<file path="src/rtl/hazard_unit_fwd.sv">
// -----------------------------------------------------------------------------
// hazard_unit_fwd
//
// RAW hazard and forwarding controller for the in-order pipeline. A shadow
// pipeline follows every in-flight destination register behind ID; the
// instruction currently in ID is compared against it to decide whether it
// stalls (with a bubble into ID/EX) or picks its operands from a later stage.
// A taken branch/jump in EX raises flush for the redirect cycle plus
// FLUSH_CYCLES further cycles; flush overrides every other decision.
//
// Ports
//   clk, rst                 clock, asynchronous active-high reset
//   id_valid                 ID holds a real instruction
//   id_rs / id_rt            source register indices
//   id_rs_used / id_rt_used  the instruction actually reads rs / rt
//   id_rd, id_wr_en          destination index and its write enable
//   id_is_load               destination is only ready at the end of MEM
//   ex_redirect              branch/jump resolved taken in EX
//   stall                    hold PC and IF/ID
//   bubble                   insert a NOP into ID/EX (always equals stall)
//   flush                    squash IF/ID
//   fwd_rs_sel / fwd_rt_sel  0 = regfile, k = value from tracked stage k
//   stall_count              saturating number of stall cycles since reset
// -----------------------------------------------------------------------------
module hazard_unit_fwd #(
    parameter int REG_AW       = 3,
    parameter int DEPTH        = 4,
    parameter int FWD_EN       = 1,
    parameter int BYPASS_WB    = 1,
    parameter int R0_ZERO      = 0,
    parameter int FLUSH_CYCLES = 1,
    parameter int SW           = $clog2(DEPTH + 1)
) (
    input  logic              clk,
    input  logic              rst,
    input  logic              id_valid,
    input  logic [REG_AW-1:0] id_rs,
    input  logic [REG_AW-1:0] id_rt,
    input  logic              id_rs_used,
    input  logic              id_rt_used,
    input  logic [REG_AW-1:0] id_rd,
    input  logic              id_wr_en,
    input  logic              id_is_load,
    input  logic              ex_redirect,
    output logic              stall,
    output logic              bubble,
    output logic              flush,
    output logic [SW-1:0]     fwd_rs_sel,
    output logic [SW-1:0]     fwd_rt_sel,
    output logic [15:0]       stall_count
);

    // Deepest stage that can still cause a hazard. With regfile write-through
    // the WB stage is invisible to ID, so its entry is never consulted and is
    // not kept at all.
    localparam int LAST = DEPTH - BYPASS_WB;

    // Tracker: entry 1 is EX, entry k is k stages after ID.
    logic [LAST:1]     trk_v;
    logic [REG_AW-1:0] trk_rd [1:LAST];
    // Only the EX entry's load flag matters: a load in MEM or later has its
    // data and forwards like any other producer.
    logic              trk_ld1;

    logic [LAST:1] rs_hit;
    logic [LAST:1] rt_hit;
    logic          rs_zero_blk;
    logic          rt_zero_blk;
    logic          raw_stall;
    logic [SW-1:0] rs_sel_raw;
    logic [SW-1:0] rt_sel_raw;
    logic [1:0]    flush_cnt;
    logic          enter_v;

    // -------------------------------------------------------------------------
    // Hazard detection and forward-select generation
    // -------------------------------------------------------------------------
    assign rs_zero_blk = (R0_ZERO != 0) && (id_rs == '0);
    assign rt_zero_blk = (R0_ZERO != 0) && (id_rt == '0);

    always_comb begin
        // NOTE: every output of a combinational block gets a default before any
        // conditional code, otherwise an untaken path would infer a latch.
        rs_hit     = '0;
        rt_hit     = '0;
        raw_stall  = 1'b0;
        rs_sel_raw = '0;
        rt_sel_raw = '0;

        for (int k = 1; k <= LAST; k++) begin
            rs_hit[k] = id_valid & id_rs_used & trk_v[k] & (trk_rd[k] == id_rs) & ~rs_zero_blk;
            rt_hit[k] = id_valid & id_rt_used & trk_v[k] & (trk_rd[k] == id_rt) & ~rt_zero_blk;
        end

        if (FWD_EN != 0) begin
            // Walk from oldest to youngest so the youngest producer wins.
            for (int k = LAST; k >= 1; k--) begin
                if (rs_hit[k]) rs_sel_raw = SW'(k);
                if (rt_hit[k]) rt_sel_raw = SW'(k);
            end
            raw_stall = trk_ld1 & (rs_hit[1] | rt_hit[1]);
        end else begin
            for (int k = 1; k <= LAST; k++) begin
                raw_stall = raw_stall | rs_hit[k] | rt_hit[k];
            end
        end
    end

    // Flush overrides stall and forwarding; reset forces everything quiet.
    assign flush      = ~rst & ((flush_cnt != 2'd0) | ex_redirect);
    assign stall      = raw_stall & ~flush;
    assign bubble     = stall;
    assign fwd_rs_sel = flush ? '0 : rs_sel_raw;
    assign fwd_rt_sel = flush ? '0 : rt_sel_raw;

    // A stalled or flushed ID instruction does not advance, so a bubble enters.
    assign enter_v = id_valid & id_wr_en & ~stall & ~flush;

    // -------------------------------------------------------------------------
    // Tracker valid bits and load flag
    // -------------------------------------------------------------------------
    always_ff @(posedge clk or posedge rst) begin
        // NOTE: sequential state is always written with non-blocking <= so every
        // register samples the pre-edge value, independent of statement order.
        if (rst) begin
            trk_v   <= '0;
            trk_ld1 <= 1'b0;
        end else begin
            trk_v[1] <= enter_v;
            for (int k = 2; k <= LAST; k++) begin
                trk_v[k] <= trk_v[k-1];
            end
            trk_ld1 <= id_is_load;
        end
    end

    // NOTE: the destination-index array is deliberately left without reset;
    // it is only ever qualified by its valid bit, which is reset.
    always_ff @(posedge clk) begin
        trk_rd[1] <= id_rd;
        for (int k = 2; k <= LAST; k++) begin
            trk_rd[k] <= trk_rd[k-1];
        end
    end

    // -------------------------------------------------------------------------
    // Flush counter: a redirect (re)loads it, otherwise it counts down to zero.
    // -------------------------------------------------------------------------
    always_ff @(posedge clk or posedge rst) begin
        if (rst) begin
            flush_cnt <= 2'd0;
        end else if (ex_redirect) begin
            flush_cnt <= 2'(FLUSH_CYCLES);
        end else if (flush_cnt != 2'd0) begin
            flush_cnt <= flush_cnt - 2'd1;
        end
    end

    // -------------------------------------------------------------------------
    // Saturating stall-cycle counter
    // -------------------------------------------------------------------------
    always_ff @(posedge clk or posedge rst) begin
        if (rst) begin
            stall_count <= 16'd0;
        end else if (stall && (stall_count != 16'hFFFF)) begin
            stall_count <= stall_count + 16'd1;
        end
    end

endmodule

</file>
<file path="config.mk">
export PLATFORM = sky130hd
export DESIGN_NAME = hazard_unit_fwd
export DESIGN_NICKNAME = d
export VERILOG_FILES = /design/src/rtl/hazard_unit_fwd.sv
export SDC_FILE = /design/constraint.sdc
export NUM_CORES = 1
export LEC_CHECK = 0
export ABC_CLOCK_PERIOD_IN_PS = 2570
export BUFFER_PORTS_ARGS = -buffer_cell sky130_fd_sc_hd__clkbuf_2
export CAP_MARGIN = 25
export CORE_MARGIN = 2
export CORE_UTILIZATION = 53
export CTS_BUF_LIST = sky130_fd_sc_hd__clkbuf_4 sky130_fd_sc_hd__clkbuf_8
export DETAILED_ROUTE_END_ITERATION = 8
export PLACE_DENSITY = 0.81
export SLEW_MARGIN = 0
export SYNTH_ARGS = -nofsm -noshare
export SYNTH_HDL_FRONTEND = slang
export SYNTH_SLANG_ARGS = --single-unit
</file>
<file path="constraint.sdc">
create_clock -name clk -period 2.57 [get_ports clk]
set_clock_uncertainty 0.05 [all_clocks]
set_input_delay 0.1285 -clock clk [delete_from_list [all_inputs] [get_ports clk]]
set_output_delay 0.1285 -clock clk [all_outputs]
set_load 0.02 [all_outputs]
</file>
==> results of run 1 <==
## cell usage after synthesis
master    number
nor3_1         6
nand3_1       12
nor4_1         5
inv_2          1
nand4_1        6
xnor2_1        7
o41ai_2        1
xor2_1        27
ha_1           2
and3_1         2
nand2b_1       1
a211oi_2       1
o21ai_1        1
and4_1         1
nor2b_1        1
a211oi_1       2
nor4_2         1
conb_1         1
buf_6          1
nor4_4         1
nand2_1        8
mux2_1         1
nor2_1         7
a21oi_1        3
dfxtp_1        9
or4_4          1
a21o_1         1
or4_1          5
dfrtp_1       22
buf_4          3
inv_1          4
## through the flow
| step | hold WS, ps | total power [W] | cells | instance area [sq um] | worst slack (ps) |
|---|---|---|---|---|---|
| after global placement | 190 | 0.000685 | 212 | 1740 | 489 |
| after floorplan | 67.7 | 0.000648 | 145 | 1530 | 508 |
| after global routing | 36.0 | 0.00115 | 227 | 1890 | 263 |
| after CTS | 13.9 | 0.00110 | 227 | 1890 | 351 |
| after detailed placement | 183 | 0.000696 | 212 | 1740 | 416 |
| final | 29.1 | 0.00109 | 227 | 1890 | 349 |
## routing by layer
layer | GRT usage | wire length [um]
met1 | 0.265 | 1370
met3 | 0.0580 | 176
met5 | 0 | 0
met2 | 0.367 | 1650
met4 | 0.0764 | 48
## final cells by class
| class | instances | area (sq um) |
|---|---|---|
| clock buffer | 6 | 51.3 |
| clock inverter | 2 | 35.0 |
| fill | 217 | 842 |
| inverter | 5 | 18.8 |
| multi-input combinational | 105 | 744 |
| sequential | 31 | 731 |
| tap | 31 | 38.8 |
| timing repair buffer | 47 | 273 |
## power by group
| group | internal [W] | leakage, nW | switching [W] |
|---|---|---|---|
| Combinational | 0.0000654 | 0.513 | 0.0000896 |
| Sequential | 0.000514 | 0.370 | 0.0000245 |
| Clock | 0.000230 | 0.0482 | 0.000163 |
| Total | 0.000810 | 0.931 | 0.000277 |
## placed cells by master (no fill, tap or decap), drive strengths merged
cell type    count
clkbuf          45
xor2            27
dfrtp           22
nand3           12
dfxtp            9
nand2            8
nor2             7
xnor2            7
dlygate4sd3      7
nor4             7
nand4            6
nor3             6
or4              6
inv              5
a21oi            3
a211oi           3
and3             2
ha               2
conb             2
nor2b            1
o21ai            1
a21o             1
and4             1
o41ai            1
nand2b           1
mux2             1
bufinv           1
clkinv           1
buf              1
## registers in the layout (all words and copies together), names as in the netlist
register and cells:
trk_v 3, trk_ld1 1, trk_rd 9, stall_count 16
flush_cnt 2
## worst max-delay path, cell delays in order (launching register included)
cell and delay (ps):
dfxtp_1 350, xor2_1 180, or4_4 550, a21o_1 330, inv_2 120, clkbuf_2 180
## cells by family after synthesis
kind of cell,count (synthesis),share of synthesized area
adder cells (fa/ha/maj),2,0.0164
other,1,0.00246
AO/OA/AOI/OAI,9,0.0468
AND/OR/NAND/NOR,57,0.218
flip-flops,31,0.479
buffers and inverters,9,0.0345
multiplexers,1,0.00739
XOR/XNOR,34,0.195
## worst max path at each step
stage / start / endpoint / slack (ps) / cells past startpoint
final: trk_rd[0][5] / stall / 350 / 5
after global routing: trk_rd[0][5] / stall / 260 / 5
after CTS: trk_rd[0][5] / stall / 350 / 5
after detailed placement: trk_rd[0][5] / stall_count[1] / 420 / 4
after global placement: trk_rd[0][5] / stall_count[1] / 490 / 4
after floorplan: stall_count[0] / stall_count[11] / 510 / 6
## what timing repair did
item,CTS,global route
hold buffers,7,0
setup buffers,0,0
endpoints found under the hold margin,29,0
==> out/metrics.cfg, run 1 <==
[detailed_routing]
wire_per_inst_um=14.3
first_pass_iters=4
ant_nets=0
viasPerCell=5.44
drc=0
drt_iter0_drc=41
wirelength_mm=3.24
vias=1236

[finish]
syn_to_final_growth_pct=24.1
final_util=0.692
diodes=0
drive_gt1_frac=0.276
nets=214

[placed_design]
port_buffers=39
dpl.hpwl_mm=2.45
gp_congestion=0.850

[die]
placement_rows=19
start_util=0.557
core_sq_um=2730
die_h_um=57.6
ios=42
die_x_um=57.6
die-area_sq_um=3320

[global_route]
grt_usage=0.216
grt_overflow=0
antenna_found_initial=0
grt_pass1_vias=1175
grt_pass1_wl_mm=5.43
grt_max_degree=23

[timing]
rsz0062_at_grt=no
final.min_clock_period_ps=2220
drv_slew=0
setup_tns_ps=0
worstMarginPinSlew_ps=817
fmax_mhz=450
fin_crit_sh=0.864
setup_viol=0
finalHoldViolations=0
slew_headroom=0.455

[worst_setup_path]
r2r-end=stall_count[1]
critPathLaunchType=flip-flop
crit_type=reg -> out
r2r_cells=4
worstSetupEndpointType=output port
regToRegStartpoint=trk_rd[0][5]
rrSetupSlack_ps=380
crit_required_ps=2390
cp.arrival_ps=2040
cp_max_fo=9

[power]
powerDensity_nw_per_um2=574
ir_drop_mv=0.562
power_leakage_nw=0.931

[synthesis]
ys_warn_count=0
synth_top_area_share=0.361
synthCells=144
syn_area_sq_um=1520
synth.distinct_cells=31
synth_seq_cells=31
yosysTopAreaCell=dfrtp_1
synth_area_per_cell_sq_um=10.6
ys_seq_area_frac=0.479
synth_area_leaders=dfrtp_1 36%, xor2_1 16%, dfxtp_1 12%, xnor2_1 4.0%, nand3_1 3.9%

[clocking]
cts-root-buf=clkbuf_4
cts_repair_resize_count=0
cts_tree=built
insertion_delay_ps=330
htree_levels=2
clock-sinks=31
clk_path_buf_depth=2
cts.clk_slew.worst_paths_ps=100
numCtsBuffers=5

[worst_hold_path]
holdPathEnd=trk_v[1]
hp-start=id_valid
whs_path_depth=3
worstHoldPathType=in -> reg

[outcome]
status=complete, no violations

[run]
cap_violations=0

(Power assumes the default switching activity.)
==> run 2, diff against run 1 <==
==> constraint.sdc (replaced) <==
create_clock -name clk -period 2.57 [get_ports clk]
set_clock_uncertainty 0.05 [all_clocks]
set_input_delay 0.257 -clock clk [delete_from_list [all_inputs] [get_ports clk]]
set_output_delay 0.257 -clock clk [all_outputs]
set_load 0.02 [all_outputs]
==> run 2 against run 1 <==
Clock-buffer cell count shrank 1. Fmax decreased by 5.9%. Die area did not move. Core utilization decreased by 2.6 points. Global-route usage up 0.46 points. Power down 11%. Sequential power barely moved. Largest cell class unchanged.
==> out/metrics.cfg, run 2 (synthesis gave the netlist of run 1 again) <==
[detailed_routing]
viasPerCell=5.57  ; +2.4%
vias=1243  ; +0.57%
ant_nets=0  ; unchanged
wire_per_inst_um=15.0  ; +5.0%
drc=0  ; unchanged
first_pass_iters=4  ; unchanged
wirelength_mm=3.34  ; +3.2%
drt_iter0_drc=65  ; +59%

[clocking]
clock-sinks=31  ; unchanged
cts.clk_slew.worst_paths_ps=100  ; about the same
insertion_delay_ps=330  ; about the same
numCtsBuffers=5  ; unchanged
cts_tree=built
cts-root-buf=clkbuf_4
cts_repair_resize_count=0  ; unchanged
htree_levels=2  ; unchanged
clk_path_buf_depth=2  ; unchanged

[power]
powerDensity_nw_per_um2=529  ; -7.9%
power_leakage_nw=0.901  ; -3.2%
ir_drop_mv=0.460  ; -18%

[timing]
fmax_mhz=424  ; -5.9%
worstMarginPinSlew_ps=801  ; -15.3 ps
finalHoldViolations=0  ; unchanged
drv_slew=0  ; unchanged
hold_slack_ps=18.8  ; -10.2 ps
setup_viol=0  ; unchanged
slew_headroom=0.465  ; +0.0102
fin_crit_sh=0.919  ; +0.0542
rsz0062_at_grt=no
final.min_clock_period_ps=2360  ; +139 ps
setup_tns_ps=0  ; unchanged

[finish]
nets=210  ; -1.9%
diodes=0  ; unchanged
largestRegisters=stall_count: 16 flops, trk_rd: 9 flops, trk_v: 3 flops
drive_gt1_frac=0.276  ; +0.000531
largest_register=stall_count
nFillCells=222  ; +2.3%
final_common_cell=clkbuf_2
final_cell_mix=39 x clkbuf_2, 27 x xor2_1, 22 x dfrtp_1
syn_to_final_growth_pct=19.5
largest_register_ffs=16  ; unchanged
fin_cells=223  ; -1.8%

[outcome]
status=complete, no violations

[die]
die_x_um=57.6  ; unchanged
ios=42  ; unchanged
start_util=0.557  ; unchanged
die_h_um=57.6  ; unchanged
die-area_sq_um=3320  ; unchanged
placement_rows=19  ; unchanged
core_sq_um=2730  ; unchanged

[worst_hold_path]
worstHoldPathType=in -> async

[global_route]
grt_pass1_wl_mm=5.44  ; +0.26%
antenna_found_initial=0  ; unchanged
grt_overflow=0  ; unchanged
grt_max_degree=23  ; unchanged
grt_usage=0.221  ; +0.00459
grt_pass1_vias=1190  ; +1.3%

[worst_setup_path]
crit_required_ps=2260  ; -130 ps
cp.arrival_ps=2050  ; about the same
critPathLaunchType=flip-flop
crit_type=reg -> out
cp_max_fo=9  ; unchanged
worstSetupEndpointType=output port

[placed_design]
dpl.cell_count=211  ; -0.47%
port_buffers=39  ; unchanged
gp_congestion=0.837  ; -1.5%
dpl.hpwl_mm=2.53  ; +3.1%

[run]
cap_violations=0  ; unchanged

run 2: cell count changes in the layout (fill, tap and decap cells not counted), sizes merged:
cell         previous run  this run
clkbuf                 45        44
dlygate4sd3             7         4
clkinv                  1         3
buf                     1         0
bufinv                  1         0
run 2: worst paths after layout:
| path | from | to | slack [ps] | cells after the start |
|---|---|---|---|---|
| worst max-delay path | trk_rd[0][5] | stall | 210 | 5 |
| worst min-delay path | rst | stall_count[15] | 20 | 2 |
| worst max register to register | trk_rd[0][5] | stall_count[4] | 320 | 5 |
| worst min register to register | trk_rd[0][6] | trk_rd[0][9] | 350 | 0 |
| max in group asynchronous | rst | stall_count[13] | 1960 | 2 |
| min in group clk | ex_redirect | flush_cnt[1] | 40 | 2 |
run 2: metal layers:
metal  vias up  wire [um]  track usage
met2        47       1740        0.399
li1        597          -            -
met5         -          0            0
met1       593       1350        0.243
met3         6        208       0.0737
met4         0         46       0.0698
run 2: worst max-delay path, cell delays in order, from the launching register on:
cell	delay (ps)
dfxtp_1	350
xor2_1	190
or4_1	580
a21o_1	310
inv_2	120
clkbuf_2	170
run 2: final cells by class:
cell class,instances,area (sq um),area share
sequential,31,731,0.401
inverter,5,18.8,0.0103
timing repair buffer,43,235,0.129
multi-input combinational,105,744,0.409
tap,31,38.8,0.0213
clock inverter,3,15.0,0.00825
clock buffer,5,37.5,0.0206
run 2: metrics by stage:
stage	power, W	utilization	instance area, sq um	setup WS [ps]
2_1_floorplan	0.000648	-	1530	508
3_3_place_gp	0.000687	0.632	1730	433
3_5_place_dp	0.000700	0.632	1730	313
4_1_cts	0.000970	0.666	1820	205
5_1_grt	0.00102	0.666	1820	108
6_report	0.000963	0.666	1820	209
run 2: timing repair:
item / CTS / global route
buffers inserted: 0 / 0
hold endpoints to repair: 4 / 0
hold buffers: 4 / 0
run 2: where the power goes:
part / switching (W) / internal (W) / leakage [nW]
Sequential: 0.0000237 / 0.000514 / 0.370
Combinational: 0.0000931 / 0.0000635 / 0.496
Clock: 0.000166 / 0.000101 / 0.0347
Total: 0.000283 / 0.000679 / 0.901
==> run 3, diff against run 2 <==
--- a/config.mk
+++ b/config.mk
@@ -5,13 +5,14 @@
 export SDC_FILE = /design/constraint.sdc
 export NUM_CORES = 1
 export LEC_CHECK = 0
-export ABC_CLOCK_PERIOD_IN_PS = 2570
+export ABC_CLOCK_PERIOD_IN_PS = 2200
 export BUFFER_PORTS_ARGS = -buffer_cell sky130_fd_sc_hd__clkbuf_2
 export CAP_MARGIN = 25
 export CORE_MARGIN = 2
 export CORE_UTILIZATION = 53
 export CTS_BUF_LIST = sky130_fd_sc_hd__clkbuf_4 sky130_fd_sc_hd__clkbuf_8
 export DETAILED_ROUTE_END_ITERATION = 8
+export GPL_ROUTABILITY_DRIVEN = 0
 export PLACE_DENSITY = 0.81
 export SLEW_MARGIN = 0
 export SYNTH_ARGS = -nofsm -noshare
==> constraint.sdc (replaced) <==
create_clock -name clk -period 2.2 [get_ports clk]
set_clock_uncertainty 0.05 [all_clocks]
set_input_delay 0.22 -clock clk [delete_from_list [all_inputs] [get_ports clk]]
set_output_delay 0.22 -clock clk [all_outputs]
set_load 0.02 [all_outputs]
==> run 3 against run 2 <==
Routed wire length decreased by 1.8%. Sequential cell count is the same. Core utilization rose by 2.5 points. Global-route usage up 0.085 points. Cell count grew 1.8%. Sequential share of layout area fell by 1.3 points. Highest routed layer unchanged.
==> out/metrics.cfg, run 3 (synthesis gave the netlist of run 1 again) <==
[outcome]
status=complete, no violations

[die]
die-area_sq_um=3320  ; unchanged
die_h_um=57.6  ; unchanged
start_util=0.557  ; unchanged
core_sq_um=2730  ; unchanged
placement_rows=19  ; unchanged
die_x_um=57.6  ; unchanged
ios=42  ; unchanged

[worst_setup_path]
crit_required_ps=1930  ; -330 ps
r2r_cells=6  ; +1
cp_max_fo=3  ; -6
slowest_stage=or4_4
slowest_delay_ps=560  ; -20 ps
crit_type=reg -> out
rrSetupSlack_ps=150  ; -170 ps
cp.arrival_ps=1870  ; -180 ps
worstSetupEndpointType=output port
path_buf_inv=2  ; unchanged
critPathLaunchType=flip-flop
startpoint=trk_rd[0][3]
r2r-end=stall_count[12]
cp_top_family=simple AND/OR/NAND/NOR gates
regToRegStartpoint=trk_rd[0][3]
crit_chain=xor2_1 > or4_4 > a21o_4 > inv_2 > clkbuf_8
cp.depth=5  ; unchanged
crit_end=stall

[clocking]
insertion_delay_ps=330  ; about the same
clk_path_buf_depth=2  ; unchanged
htree_levels=2  ; unchanged
cts.clk_slew.worst_paths_ps=100  ; about the same
numCtsBuffers=5  ; unchanged
clock-sinks=31  ; unchanged
cts-root-buf=clkbuf_4
cts_tree=built

[finish]
nFillCells=219  ; -1.4%
final_common_cell=clkbuf_2
final_util=0.691  ; +0.0252
syn_to_final_growth_pct=24.0
fin_cells=227  ; +1.8%
largest_register=stall_count
largestRegisters=stall_count: 16 flops, trk_rd: 9 flops, trk_v: 3 flops
diodes=0  ; unchanged
multi_input_area_sq_um=758  ; +1.8%
drive_gt1_frac=0.316  ; +0.0403
seqCellArea_sq_um=733  ; +0.34%
nets=214  ; +1.9%
final_cell_mix=36 x clkbuf_2, 27 x xor2_1, 22 x dfrtp_1
largest_register_ffs=16  ; unchanged

[global_route]
grt_usage=0.221  ; +0.000846
grt_pass1_wl_mm=5.63  ; +3.4%
grt_pass1_vias=1246  ; +4.7%
grt_overflow=0  ; unchanged
antenna_found_initial=0  ; unchanged
grt_max_degree=23  ; unchanged

[placed_design]
dpl.cell_count=213  ; +0.95%
dpl.hpwl_mm=2.44  ; -3.4%
port_buffers=39  ; unchanged
pre_cts_ws_ps=187  ; -126 ps

[detailed_routing]
viasPerCell=5.52  ; -1.1%
first_pass_iters=4  ; unchanged
wire_per_inst_um=14.5  ; -3.5%
vias=1252  ; +0.72%
ant_nets=0  ; unchanged
drc=0  ; unchanged
drt_iter0_drc=59  ; -9.2%
wirelength_mm=3.28  ; -1.8%

[timing]
setup_ws_ps=59.8  ; -150 ps
setup_tns_ps=0  ; unchanged
slew_headroom=0.447  ; -0.0185
fmax_mhz=467
drv_slew=0  ; unchanged
final.min_clock_period_ps=2140
setup_viol=0  ; unchanged
worstMarginPinSlew_ps=829  ; +27.8 ps
rsz0062_at_grt=yes
fin_crit_sh=0.973
finalHoldViolations=0  ; unchanged

[run]
cap_violations=0  ; unchanged

[power]
power_leakage_nw=0.931  ; +3.4%
ir_drop_mv=0.584  ; +27%
powerDensity_nw_per_um2=620  ; +17%
power_w=0.00117  ; +22%

[worst_hold_path]
worstHoldPathType=in -> async

run 3: area by class of cell:
type                            instances  share of cell area
Clock buffer                            7              0.0311
Clock inverter                          1             0.00265
Inverter                                5             0.00993
Multi-Input combinational cell        105               0.401
Sequential cell                        31               0.388
Tap cell                               31              0.0205
Timing Repair Buffer                   47               0.146
run 3: worst register-to-register path, stage by stage, from the launching register on:
cell and delay [ps]:
dfxtp_2 350, xor2_1 180, or4_4 560, a21o_4 240, buf_4 160, nor3_1 260
xor2_1 180
run 3: metal layers:
metal	global-route usage	vias up	wire [um]	part of all wire
met1	0.257	591	1310	0.40
li1	-	608	-	-
met4	0.0731	0	54	0.016
met3	0.0737	8	214	0.065
met2	0.385	45	1700	0.52
met5	0	-	0	0
run 3: worst min-delay path by stage:
stage | startpoint | end | slack, ps
after floorplan | rst | flush_cnt[0] | 160
after global placement | id_rd[1] | trk_rd[0][4] | 270
after detailed placement | id_rd[0] | trk_rd[0][3] | 270
after CTS | rst | stall_count[4] | 7
after global routing | ex_redirect | flush_cnt[1] | 10
final | rst | flush_cnt[0] | 0.2
run 3: timing repair:
action | in CTS | in global routing
pin swaps | 1 | 1
cloned | 0 | 0
buffers inserted | 1 | 1
hold endpoints to repair | 4 | 0
hold buffers | 4 | 0
gates resized for setup | 5 | 5
setup endpoints to repair | 2 | 3
run 3: per-stage QoR:
| stage | area, sq um | hold WS, ps |
|---|---|---|
| 2_1_floorplan | 1530 | 159 |
| 3_3_place_gp | 1740 | 274 |
| 3_5_place_dp | 1740 | 274 |
| 4_1_cts | 1880 | 7.43 |
| 5_1_grt | 1890 | 10.5 |
| 6_report | 1890 | 0.169 |
run 3: report_power, final:
part	switching [W]	total, W	internal, W	leakage [nW]
sequential	0.0000273	0.000629	0.000601	0.370
combinational	0.000113	0.000191	0.0000785	0.523
clock	0.000184	0.000351	0.000167	0.0387
total	0.000324	0.00117	0.000847	0.931
